`src/rtl/mod_99_8_verify_respond.sv`:
```
// MAC Merge verify/respond engine: runs the verify handshake with retry limit and answers verify mPackets.
// Define MMS_RESPOND_EN to compile in the respond machine; otherwise send_r is tied low.
module mod_99_8_verify_respond #(
    parameter int VERIFY_TIME_W = 7,
    parameter int VERIFY_LIMIT  = 3,
    parameter int VERIFY_CNT_W  = 2
) (
    input  logic                     clk,
    input  logic                     reset_begin,
    input  logic                     p_enable,
    input  logic                     disable_verify,
    input  logic                     link_fail,
    input  logic [VERIFY_TIME_W-1:0] verify_time,
    input  logic                     ms_tick,
    input  logic                     rcv_r,
    input  logic                     send_v_ack,
    input  logic                     rcv_v,
    input  logic                     send_r_ack,
    output logic                     send_v,
    output logic                     send_r,
    output logic                     verified,
    output logic                     verify_fail,
    output logic [2:0]               verify_state,
    output logic [VERIFY_CNT_W-1:0]  verify_cnt
);

    typedef enum logic [2:0] {
        INIT_VERIFICATION = 3'd0,
        VERIFICATION_IDLE = 3'd1,
        SEND_VERIFY       = 3'd2,
        WAIT_FOR_RESPONSE = 3'd3,
        VERIFIED          = 3'd4,
        VERIFY_FAIL       = 3'd5
    } verify_state_t;

    localparam logic [VERIFY_CNT_W-1:0] CNT_LIMIT = VERIFY_CNT_W'(VERIFY_LIMIT);

    verify_state_t              state;
    logic [VERIFY_TIME_W-1:0]   timer;
    logic [VERIFY_TIME_W-1:0]   reload_val;
    logic                       restart;

    // A zero verify_time would make the timer expire before any tick; treat it as one tick.
    assign reload_val   = (verify_time == '0) ? VERIFY_TIME_W'(1) : verify_time;
    assign restart      = link_fail | ~p_enable | disable_verify;
    assign verify_state = state;

    // NOTE: every register here is assigned with <= so all next-state values are computed from the
    // pre-edge state; blocking assignments would let later branches see half-updated values.
    always_ff @(posedge clk) begin
        if (reset_begin) begin
            state       <= INIT_VERIFICATION;
            timer       <= '0;
            verify_cnt  <= '0;
            send_v      <= 1'b0;
            verified    <= 1'b0;
            verify_fail <= 1'b0;
        end else if (restart) begin
            state       <= INIT_VERIFICATION;
            timer       <= '0;
            verify_cnt  <= '0;
            send_v      <= 1'b0;
            // With verification disabled the link is trusted as soon as preemption is on.
            verified    <= p_enable & disable_verify;
            verify_fail <= 1'b0;
        end else begin
            unique case (state)
                INIT_VERIFICATION: begin
                    verify_cnt  <= '0;
                    verified    <= 1'b0;
                    verify_fail <= 1'b0;
                    send_v      <= 1'b0;
                    timer       <= reload_val;
                    state       <= VERIFICATION_IDLE;
                end
                VERIFICATION_IDLE: begin
                    if (timer == '0) begin
                        send_v <= 1'b1;
                        state  <= SEND_VERIFY;
                    end else if (ms_tick) begin
                        timer <= timer - VERIFY_TIME_W'(1);
                    end
                end
                SEND_VERIFY: begin
                    if (send_v_ack && send_v) begin
                        send_v <= 1'b0;
                        if (verify_cnt != CNT_LIMIT) begin
                            verify_cnt <= verify_cnt + VERIFY_CNT_W'(1);
                        end
                        timer <= reload_val;
                        state <= WAIT_FOR_RESPONSE;
                    end
                end
                WAIT_FOR_RESPONSE: begin
                    // A respond arriving on the expiry cycle still counts.
                    if (rcv_r) begin
                        verified <= 1'b1;
                        state    <= VERIFIED;
                    end else if (timer == '0) begin
                        if (verify_cnt < CNT_LIMIT) begin
                            send_v <= 1'b1;
                            state  <= SEND_VERIFY;
                        end else begin
                            verify_fail <= 1'b1;
                            state       <= VERIFY_FAIL;
                        end
                    end else if (ms_tick) begin
                        timer <= timer - VERIFY_TIME_W'(1);
                    end
                end
                VERIFIED, VERIFY_FAIL: begin
                    state <= state;
                end
                default: begin
                    state <= INIT_VERIFICATION;
                end
            endcase
        end
    end

`ifdef MMS_RESPOND_EN
    logic resp_pending;

    // Respond path ignores p_enable and the verify state: a station must always answer.
    always_ff @(posedge clk) begin
        if (reset_begin) begin
            send_r       <= 1'b0;
            resp_pending <= 1'b0;
        end else if (!send_r) begin
            send_r       <= rcv_v;
            resp_pending <= 1'b0;
        end else if (send_r_ack) begin
            send_r       <= resp_pending | rcv_v;
            resp_pending <= resp_pending & rcv_v;
        end else begin
            resp_pending <= resp_pending | rcv_v;
        end
    end
`else
    logic unused_respond_inputs;

    assign send_r                = 1'b0;
    assign unused_respond_inputs = rcv_v ^ send_r_ack;
`endif

endmodule

```
`config.mk`:
```
export PLATFORM = sky130hd
export DESIGN_NAME = mod_99_8_verify_respond
export DESIGN_NICKNAME = d
export VERILOG_FILES = /design/src/rtl/mod_99_8_verify_respond.sv
export SDC_FILE = /design/constraint.sdc
export NUM_CORES = 1
export LEC_CHECK = 0
export BUFFER_PORTS_ARGS = -buffer_cell sky130_fd_sc_hd__buf_4
export CORE_MARGIN = 2
export CORE_UTILIZATION = 35
export CTS_BUF_LIST = sky130_fd_sc_hd__clkbuf_2
export DETAILED_ROUTE_END_ITERATION = 10
export GPL_TIMING_DRIVEN = 0
export SLEW_MARGIN = 25
export SYNTH_ARGS = -nofsm -noshare
export SYNTH_HDL_FRONTEND = slang
export SYNTH_SLANG_ARGS = --single-unit
```
`constraint.sdc`:
```
create_clock -name clk -period 1.5 [get_ports clk]
set_input_delay 0.15 -clock clk [delete_from_list [all_inputs] [get_ports clk]]
set_output_delay 0.15 -clock clk [all_outputs]
set_load 0.03 [all_outputs]
```
==> results of run 1 <==
layout by cell type (no fill, tap or decap), types with 2 or more instances in the layout:
| cell | n |
|---|---|
| nor4_1 | 2 |
| a32o_1 | 4 |
| nand2_1 | 13 |
| ha_1 | 2 |
| a21oi_1 | 12 |
| buf_2 | 2 |
| clkbuf_2 | 7 |
| dfxtp_1 | 8 |
| nor3_1 | 7 |
| o211ai_1 | 2 |
| nor2b_1 | 4 |
| or3_1 | 2 |
| dfxtp_2 | 7 |
| or3b_4 | 2 |
| nand3_1 | 3 |
| nand3b_1 | 2 |
| buf_4 | 28 |
| a211oi_2 | 4 |
| nand2b_1 | 3 |
| o21ai_1 | 2 |
| o22ai_1 | 4 |
| o21ai_0 | 3 |
| nor2_1 | 5 |
| inv_2 | 2 |
| a211oi_1 | 2 |
metal layers:
metal / track usage, % / vias to the layer above / wire length (µm)
li1: - / 550 / -
met1: 25.2 / 525 / 1370
met2: 30.3 / 50 / 1400
met3: 2.86 / 4 / 197
met4: 7.79 / 0 / 35
met5: 0 / - / 0
power groups by stage:
stage / combinational [µW] / sequential [µW] / clock (µW)
finish: 168 / 409 / 216
global route: 181 / 411 / 243
CTS: 165 / 409 / 220
detailed placement: 152 / 418 / 0
global placement: 150 / 418 / 0
floorplan: 92.0 / 421 / 0
worst reg2reg max path, delay by kind of cell, from the launching register on:
kind,cells,cell delay [ns]
compound gates,3,0.69
simple gates,1,0.42
flops,1,0.35
fa+ha+maj,1,0.14
buf+inv,1,0.06
kinds of logic after synthesis:
kind of cell | after synthesis | share of synthesized area, %
AO/OA/AOI/OAI | 46 | 34.2
multiplexers | 1 | 0.956
buffers and inverters | 10 | 4.18
AND/OR/NAND/NOR | 52 | 28.1
other | 1 | 0.358
flip-flops | 15 | 28.7
adder cells (fa/ha/maj) | 3 | 3.58
path summary, 6_finish.rpt:
| path | slack [ns] | end | start | cells after the start |
|---|---|---|---|---|
| setup / recovery | -0.20 | timer[2] | timer[0] | 6 |
| hold / removal | 0.07 | verified | disable_verify | 2 |
| setup reg to reg | -0.20 | timer[2] | timer[0] | 6 |
| hold reg to reg | 0.47 | timer[6] | timer[6] | 2 |
registers in the layout, indices dropped and copies added, names as in the netlist:
| signal | flops |
|---|---|
| timer | 7 |
| verify_fail | 1 |
| send_v | 1 |
| verify_state | 3 |
| verified | 1 |
| verify_cnt | 2 |
through the flow:
stage | hold slack (ns) | instance area [µm²] | total power (µW)
2_1_floorplan | 0.292 | 1070 | 513
3_3_place_gp | 0.392 | 1270 | 568
3_5_place_dp | 0.395 | 1270 | 570
4_1_cts | 0.0669 | 1370 | 794
5_1_grt | 0.0579 | 1380 | 835
6_report | 0.0669 | 1380 | 793
cell type report:
| class | instances | area share, % |
|---|---|---|
| repair buffers | 27 | 14.7 |
| well taps | 31 | 2.82 |
| plain buffers | 7 | 2.63 |
| clock buffers | 4 | 1.45 |
| multi-input cells | 103 | 55.1 |
| flip-flops and latches | 15 | 22.4 |
| inverters | 3 | 0.817 |
timing repair:
item,CTS,global route
hold buffers,0,0
endpoints found under the setup margin,12,15
pin swaps,8,6
gates resized for setup,9,6
buffers inserted,4,1
==> results.toml, run 1 <==
[route]
dr_total_vias = 1129
wl_um = 3000
first_pass_iters = 7
wl_per_cell_um = 15.8
drc = 1
via_per_inst = 5.94
ant_nets = 0
drtIter0Drc = 53

[sta]
rsz0062_at_grt = "true"
clock.fmax_mhz = 589
finalCritPeriodShare_pct = 113
fin_ws_ns = -0.197
hold_violations = 0
relSlewSlack_pct = 36.6
setup_violations = 12
report.final.slew_viol_count = 0
min_period_ns = 1.70
fin_skew_ns = 0.0162
tightest_slew_ns = 0.944
setup_tns_ns = -1.71

[yosys]
ys.warnings.count = 0
netlist_instances = 128
yosysSeqAreaShare_pct = 28.7
ys.flop_type = "dfxtp_1"
syn_area_um2 = 1050
synth_nets = 148
synth_cell_types = 46
yosysMostFrequentCell = "dfxtp_1"
synth_seq_cells = 15
async_flop_share_pct = 0
ys_top_cells_by_area = "dfxtp_1 (29%), a21oi_1 (5.7%), nand2_1 (5.0%), a32o_1 (3.8%), nor3_1 (3.8%)"
synthTopCellsByCount = "dfxtp_1 (15), nand2_1 (14), a21oi_1 (12)"
yosys.area.top_type = "dfxtp_1"
synth_top_area_share_pct = 28.7
synth-edff-count = 0
synth_area_per_cell_um2 = 8.18

[place]
dp_slack_ns = -0.193
place.gp.congestion = 0.853
io_buffers = 22
dp_hpwl_um = 2120
post-place-cells = 181

[run_status]
violations = "DRC, setup timing"
status = "finished with violations"

[die]
row_count = 19
die_area_um2 = 3450
die_h_um = 58.7
core_area_um2 = 2810
die_width_um = 58.7
ios = 26
initial_utilization_pct = 37.3

[cells_and_area]
fin_cells = 190
nNetsFinal = 180
multi_input_area_um2 = 759
area_growth_pct = 31.5
layout-drive-gt1-share_pct = 40.3
fill_cells = 293
final_util_pct = 49.1
seq_area_um2 = 309
antenna_cells = 0

[power]
power_switching_uw = 236
power.share.sequential_pct = 51.6
clkPwrFrac_pct = 27.2
combinationalPowerShare_pct = 21.2
switching_share_pct = 29.8
internal_power_uw = 557
power.leakage_uw = 0.000546
ir_drop_uv = 411
power.density_nw_per_um2 = 576

[clock_tree]
cts_buffers = 3
clk_pin_slew_worst_paths_ns = 0.17
clock_sinks = 15
htree_num_levels = 1
cts_tree = "built"
insertion_delay_ns = 0.30
clockBufferDepth = 2
clock-root-buffer = "clkbuf_2"

[worst_setup_path]
cp_num_buf_inv = 1
critPathTopFamily = "compound AO/OA/AOI/OAI gates"
criticalPathCategory = "flop to flop"
critical_path_required_ns = 1.76
worstPathMaxFanout = 7
crit_chain = "inv_2 -> ha_1 -> or3b_4 -> o221a_4 -> o22ai_1 -> a32o_1"
start_kind = "flop"
critPathCaptureType = "flop"
arrival_ns = 1.96
critPathMaxStageDelay_ns = 0.42
crit_slowest_cell = "or3b_4"

[global_routing]
grt_use_total_pct = 18.8
grt_overflow = 0
grt_pass1_wl_um = 5040
antenna_found_initial = 0
grt_start_max_net_pins = 11
grt_pass1_vias = 1114

[worst_hold_path]
hold_path.class = "input port to flop"

[run]
cap_viol_max_count = 0
Note: power is estimated with default switching activity, not from simulation.
==> inputs of run 2 (changes only) <==
--- a/config.mk
+++ b/config.mk
@@ -7,10 +7,11 @@
 export LEC_CHECK = 0
 export BUFFER_PORTS_ARGS = -buffer_cell sky130_fd_sc_hd__buf_4
 export CORE_MARGIN = 2
-export CORE_UTILIZATION = 35
+export CORE_UTILIZATION = 49
 export CTS_BUF_LIST = sky130_fd_sc_hd__clkbuf_2
 export DETAILED_ROUTE_END_ITERATION = 10
 export GPL_TIMING_DRIVEN = 0
+export PLACE_DENSITY = 0.77
 export SLEW_MARGIN = 25
 export SYNTH_ARGS = -nofsm -noshare
 export SYNTH_HDL_FRONTEND = slang
==> results.toml, run 2 (same netlist as run 1, synthesis figures left out) <==
[run_status]
status = "finished with violations"
violations = "setup timing"

[cells_and_area]
layout_commonest_cell = "buf_4"
multi_input_area_um2 = 764
layout-drive-gt1-share_pct = 40.3
final_cell_mix = "buf_4 (28), nand2_1 (13), a21oi_1 (11)"
nNetsFinal = 180
seq_area_um2 = 307
final_util_pct = 69.4
area_growth_pct = 31.3
fill_cells = 164
largest_reg_flops = 7
antenna_cells = 0
top_register = "timer"

[route]
via_per_inst = 6.27
dr_total_vias = 1166
ant_nets = 0
wl_um = 2950
first_pass_iters = 4
drtIter0Drc = 46
drc = 0
wl_per_cell_um = 15.9

[worst_setup_path]
ff2ff_path_depth = 6
critPathCaptureType = "flop"
r2r-start = "timer[0]"
timing.rr.end = "timer[0]"
rrSetupSlack_ns = -0.22
crit_start = "timer[0]"
start_kind = "flop"
crit_end = "timer[0]"
criticalPathCategory = "flop to flop"
arrival_ns = 1.92
critical_path_required_ns = 1.70
worstPathMaxFanout = 5

[die]
initial_utilization_pct = 52.8
die_area_um2 = 2520
die_width_um = 50.2
ios = 26
row_count = 16
die_h_um = 50.2
core_area_um2 = 1980

[place]
dp_slack_ns = -0.216
place.gp.congestion = 0.849
io_buffers = 22
dp_hpwl_um = 2060

[global_routing]
grt_pass1_vias = 1093
antenna_found_initial = 0
grt_overflow = 0
grt_start_max_net_pins = 11
grt_use_total_pct = 25.2
grt_pass1_wl_um = 4840

[sta]
report.final.slew_viol_count = 0
hold_violations = 0
relSlewSlack_pct = 40.1
tightest_slew_ns = 0.891
finalCritPeriodShare_pct = 115
min_period_ns = 1.72
fin_ws_ns = -0.218
rsz0062_at_grt = "true"
fin_skew_ns = 0.00357
clock.fmax_mhz = 582
setup_violations = 12

[clock_tree]
cts_buffers = 3
cts_tree = "built"
htree_num_levels = 1
postCtsHoldBufs = 0
clk_pin_slew_worst_paths_ns = 0.14
clock_sinks = 15
clockBufferDepth = 2
insertion_delay_ns = 0.29
clock-root-buffer = "clkbuf_2"

[run]
cap_viol_max_count = 0

[power]
power_switching_uw = 223
ir_drop_uv = 457
combinationalPowerShare_pct = 21.7
power.density_nw_per_um2 = 569
power.leakage_uw = 0.000550
clkPwrFrac_pct = 25.9
power.share.sequential_pct = 52.3
switching_share_pct = 28.5
internal_power_uw = 559

[worst_hold_path]
hold_path.class = "input port to flop"
## run 2: routing by layer
layer  GRT usage, %  part of all wire (%)  vias up
met5              0                     0        -
met4           10.2                   2.1        0
met3           2.68                   9.1        9
met2           43.2                    47       73
met1           32.0                    41      531
li1               -                     -      553
## run 2: worst min path at each step
stage,slack [ns],to,cells after the start,start
after floorplan,0.29,verified,1,disable_verify
after detailed placement,0.40,verified,2,disable_verify
after global placement,0.39,verified,2,disable_verify
after CTS,0.08,verified,2,disable_verify
after global routing,0.08,verified,2,disable_verify
final,0.08,verified,2,disable_verify
## run 2: final cells by class
class / count / area share (%)
plain buffers: 7 / 2.64
clock buffers: 4 / 1.46
inverters: 3 / 0.819
multi-input cells: 103 / 55.6
flip-flops and latches: 15 / 22.3
well taps: 27 / 2.46
repair buffers: 27 / 14.7
## run 2: through the flow
step / setup TNS [ns] / hold slack, ns / total power [µW] / instance area (µm²) / instances
after global placement: -1.48 / 0.393 / 565 / 1270 / 177
final: -2.01 / 0.0842 / 782 / 1380 / 186
after detailed placement: -1.85 / 0.397 / 569 / 1270 / 177
after global routing: -2.79 / 0.0791 / 821 / 1380 / 186
after CTS: -1.81 / 0.0839 / 780 / 1340 / 185
after floorplan: -0.542 / 0.292 / 513 / 1070 / 128
## run 2: worst max-delay path, cell delays in order (launching register included)
cell	delay (ns)
dfxtp_2	0.35
inv_2	0.06
ha_1	0.14
or3b_4	0.41
o221ai_4	0.27
a211oi_2	0.11
o31a_1	0.28
## run 2: power groups by stage
stage	sequential, µW	clock, µW	combinational, µW
after global placement	418	0	147
final	409	203	170
after detailed placement	418	0	151
after global routing	410	227	184
after CTS	409	209	162
after floorplan	421	0	92.0
## run 2: what timing repair did
| item | CTS | global route |
|---|---|---|
| setup buffers | 4 | 1 |
| setup endpoints to repair | 12 | 15 |
| endpoints found under the hold margin | 0 | 0 |
| pin swaps | 11 | 10 |
| resized for setup | 5 | 10 |
==> inputs of run 3 (changes only) <==
--- a/config.mk
+++ b/config.mk
@@ -5,13 +5,15 @@
 export SDC_FILE = /design/constraint.sdc
 export NUM_CORES = 1
 export LEC_CHECK = 0
-export BUFFER_PORTS_ARGS = -buffer_cell sky130_fd_sc_hd__buf_4
+export ABC_CLOCK_PERIOD_IN_PS = 1500
 export CORE_MARGIN = 2
-export CORE_UTILIZATION = 49
+export CORE_UTILIZATION = 58
 export CTS_BUF_LIST = sky130_fd_sc_hd__clkbuf_2
 export DETAILED_ROUTE_END_ITERATION = 10
+export DONT_BUFFER_PORTS = 1
 export GPL_TIMING_DRIVEN = 0
-export PLACE_DENSITY = 0.77
+export PLACE_DENSITY = 0.76
+export RECOVER_POWER = 100
 export SLEW_MARGIN = 25
 export SYNTH_ARGS = -nofsm -noshare
 export SYNTH_HDL_FRONTEND = slang
==> results.toml, run 3 (same netlist as run 1, synthesis figures left out) <==
[sta]
clock.fmax_mhz = 566
report.final.slew_viol_count = 0
fin_ws_ns = -0.266
finalCritPeriodShare_pct = 118
fin_skew_ns = 0.00875
tightest_slew_ns = 0.918
setup_violations = 14
relSlewSlack_pct = 38.4
hold_violations = 0
rsz0062_at_grt = "true"
min_period_ns = 1.77

[cells_and_area]
final_cell_mix = "nand2_1 (13), a21oi_1 (11), dfxtp_1 (9)"
layout_commonest_cell = "nand2_1"
nNetsFinal = 158
top_register = "timer"
layout-drive-gt1-share_pct = 32.1
area_growth_pct = 19.0
fin_cells = 162
largest_reg_flops = 7
antenna_cells = 0

[worst_setup_path]
start_kind = "flop"
ff2ff_path_depth = 7
critPathMaxStageDelay_ns = 0.40
critPathCaptureType = "flop"
worstPathMaxFanout = 4
cp_num_buf_inv = 2
critPathTopFamily = "simple AND/OR/NAND/NOR gates"
criticalPathCategory = "flop to flop"
arrival_ns = 1.96
crit_chain = "inv_2 -> ha_4 -> or3b_4 -> buf_4 -> or2_4 -> o211ai_1 -> a21oi_1"
cp.depth = 7
crit_slowest_cell = "or3b_4"
critical_path_required_ns = 1.69

[die]
die_width_um = 46.5
die_area_um2 = 2160
die_h_um = 46.5
core_area_um2 = 1710
ios = 26
row_count = 15
initial_utilization_pct = 61.3

[worst_hold_path]
worstHoldPathCells = 2
hold_path.class = "input port to flop"

[route]
wl_um = 2670
highest_layer = "met4"
drc = 0
wl_met3_um = 251
first_pass_iters = 5
route.met2.wl_um = 1260
ant_nets = 0
drt-met1-wl_um = 1080
wl_per_cell_um = 16.5
via_per_inst = 6.70
dr_total_vias = 1086
drtIter0Drc = 54

[clock_tree]
clockBufferDepth = 2
htree_num_levels = 1
clock_sinks = 15
insertion_delay_ns = 0.31
clock-root-buffer = "clkbuf_2"
cts_buffers = 3
cts_tree = "built"
clk_pin_slew_worst_paths_ns = 0.16

[global_routing]
grt_use_total_pct = 25.2
grt_pass1_vias = 890
antenna_found_initial = 0
grt_overflow = 0
grt_pass1_wl_um = 4010
grt_start_max_net_pins = 11

[place]
dp_hpwl_um = 1850
io_buffers = 0
post-place-cells = 153
place.gp.congestion = 0.888

[power]
power.leakage_uw = 0.000440
design_power_total_uw = 750
ir_drop_uv = 674
power.density_nw_per_um2 = 602

[run_status]
violations = "setup timing"
status = "finished with violations"

[run]
cap_viol_max_count = 0
run 3: cell types whose count changed in the layout (fill, tap and decap cells not counted), sizes merged:
| cell | change |
|---|---|
| dlygate4sd3 | +1 |
| clkinv | +1 |
| buf | -23 |
| clkbuf | -1 |
run 3: per-layer routing:
layer / vias up / track usage, %
met5: - / 0
li1: 510 / -
met4: 0 / 8.57
met1: 493 / 34.8
met2: 70 / 39.2
met3: 13 / 4.31
run 3: stage by stage:
step,setup slack (ns),util [%],hold slack (ns),TNS (ns),cell area (µm²)
global placement,-0.253,64.4,0.294,-2.38,1100
finish,-0.266,73.0,0.0368,-2.79,1250
floorplan,-0.109,-,0.292,-0.542,1070
detailed placement,-0.266,64.4,0.300,-2.60,1100
CTS,-0.189,70.0,0.0468,-1.44,1190
global route,-0.292,73.0,0.0243,-3.28,1250
run 3: path summary, 6_finish.rpt:
| check | from | slack, ns | to |
|---|---|---|---|
| worst max-delay path | timer[0] | -0.27 | verify_state[1] |
| worst min-delay path | verify_time[1] | 0.04 | timer[1] |
| worst max register to register | timer[0] | -0.27 | verify_state[1] |
| worst min register to register | timer[6] | 0.47 | timer[6] |
run 3: layout make-up:
cell class,count,area (µm²)
buffer,7,38.8
clock buffer,3,15.0
clock inverter,1,5.00
fill,119,462
inverter,3,11.3
multi-input combinational,103,795
sequential,15,310
tap,25,31.3
timing repair buffer,5,40.0
run 3: worst register-to-register path: cells and delay by family (launching register included):
kind,cells,cell delay (ns)
adder cells (fa/ha/maj),1,0.12
AND/OR/NAND/NOR,2,0.65
buffers and inverters,2,0.24
AO/OA/AOI/OAI,2,0.27
flip-flops,1,0.37
run 3: where the power goes:
| part | internal (µW) | switching [µW] | leakage, µW |
|---|---|---|---|
| Clock | 60.3 | 149 | 0.0000164 |
| Combinational | 60.6 | 68.3 | 0.000299 |
| Sequential | 403 | 9.49 | 0.000125 |
| Total | 524 | 226 | 0.000440 |
run 3: timing repair:
action / 4_1_cts / 5_1_grt
resized for setup: 14 / 11
pin swaps: 6 / 10
gates cloned: 0 / 0
hold endpoints to repair: 1 / 0
setup endpoints to repair: 15 / 15
buffers inserted: 3 / 1
hold buffers: 1 / 0
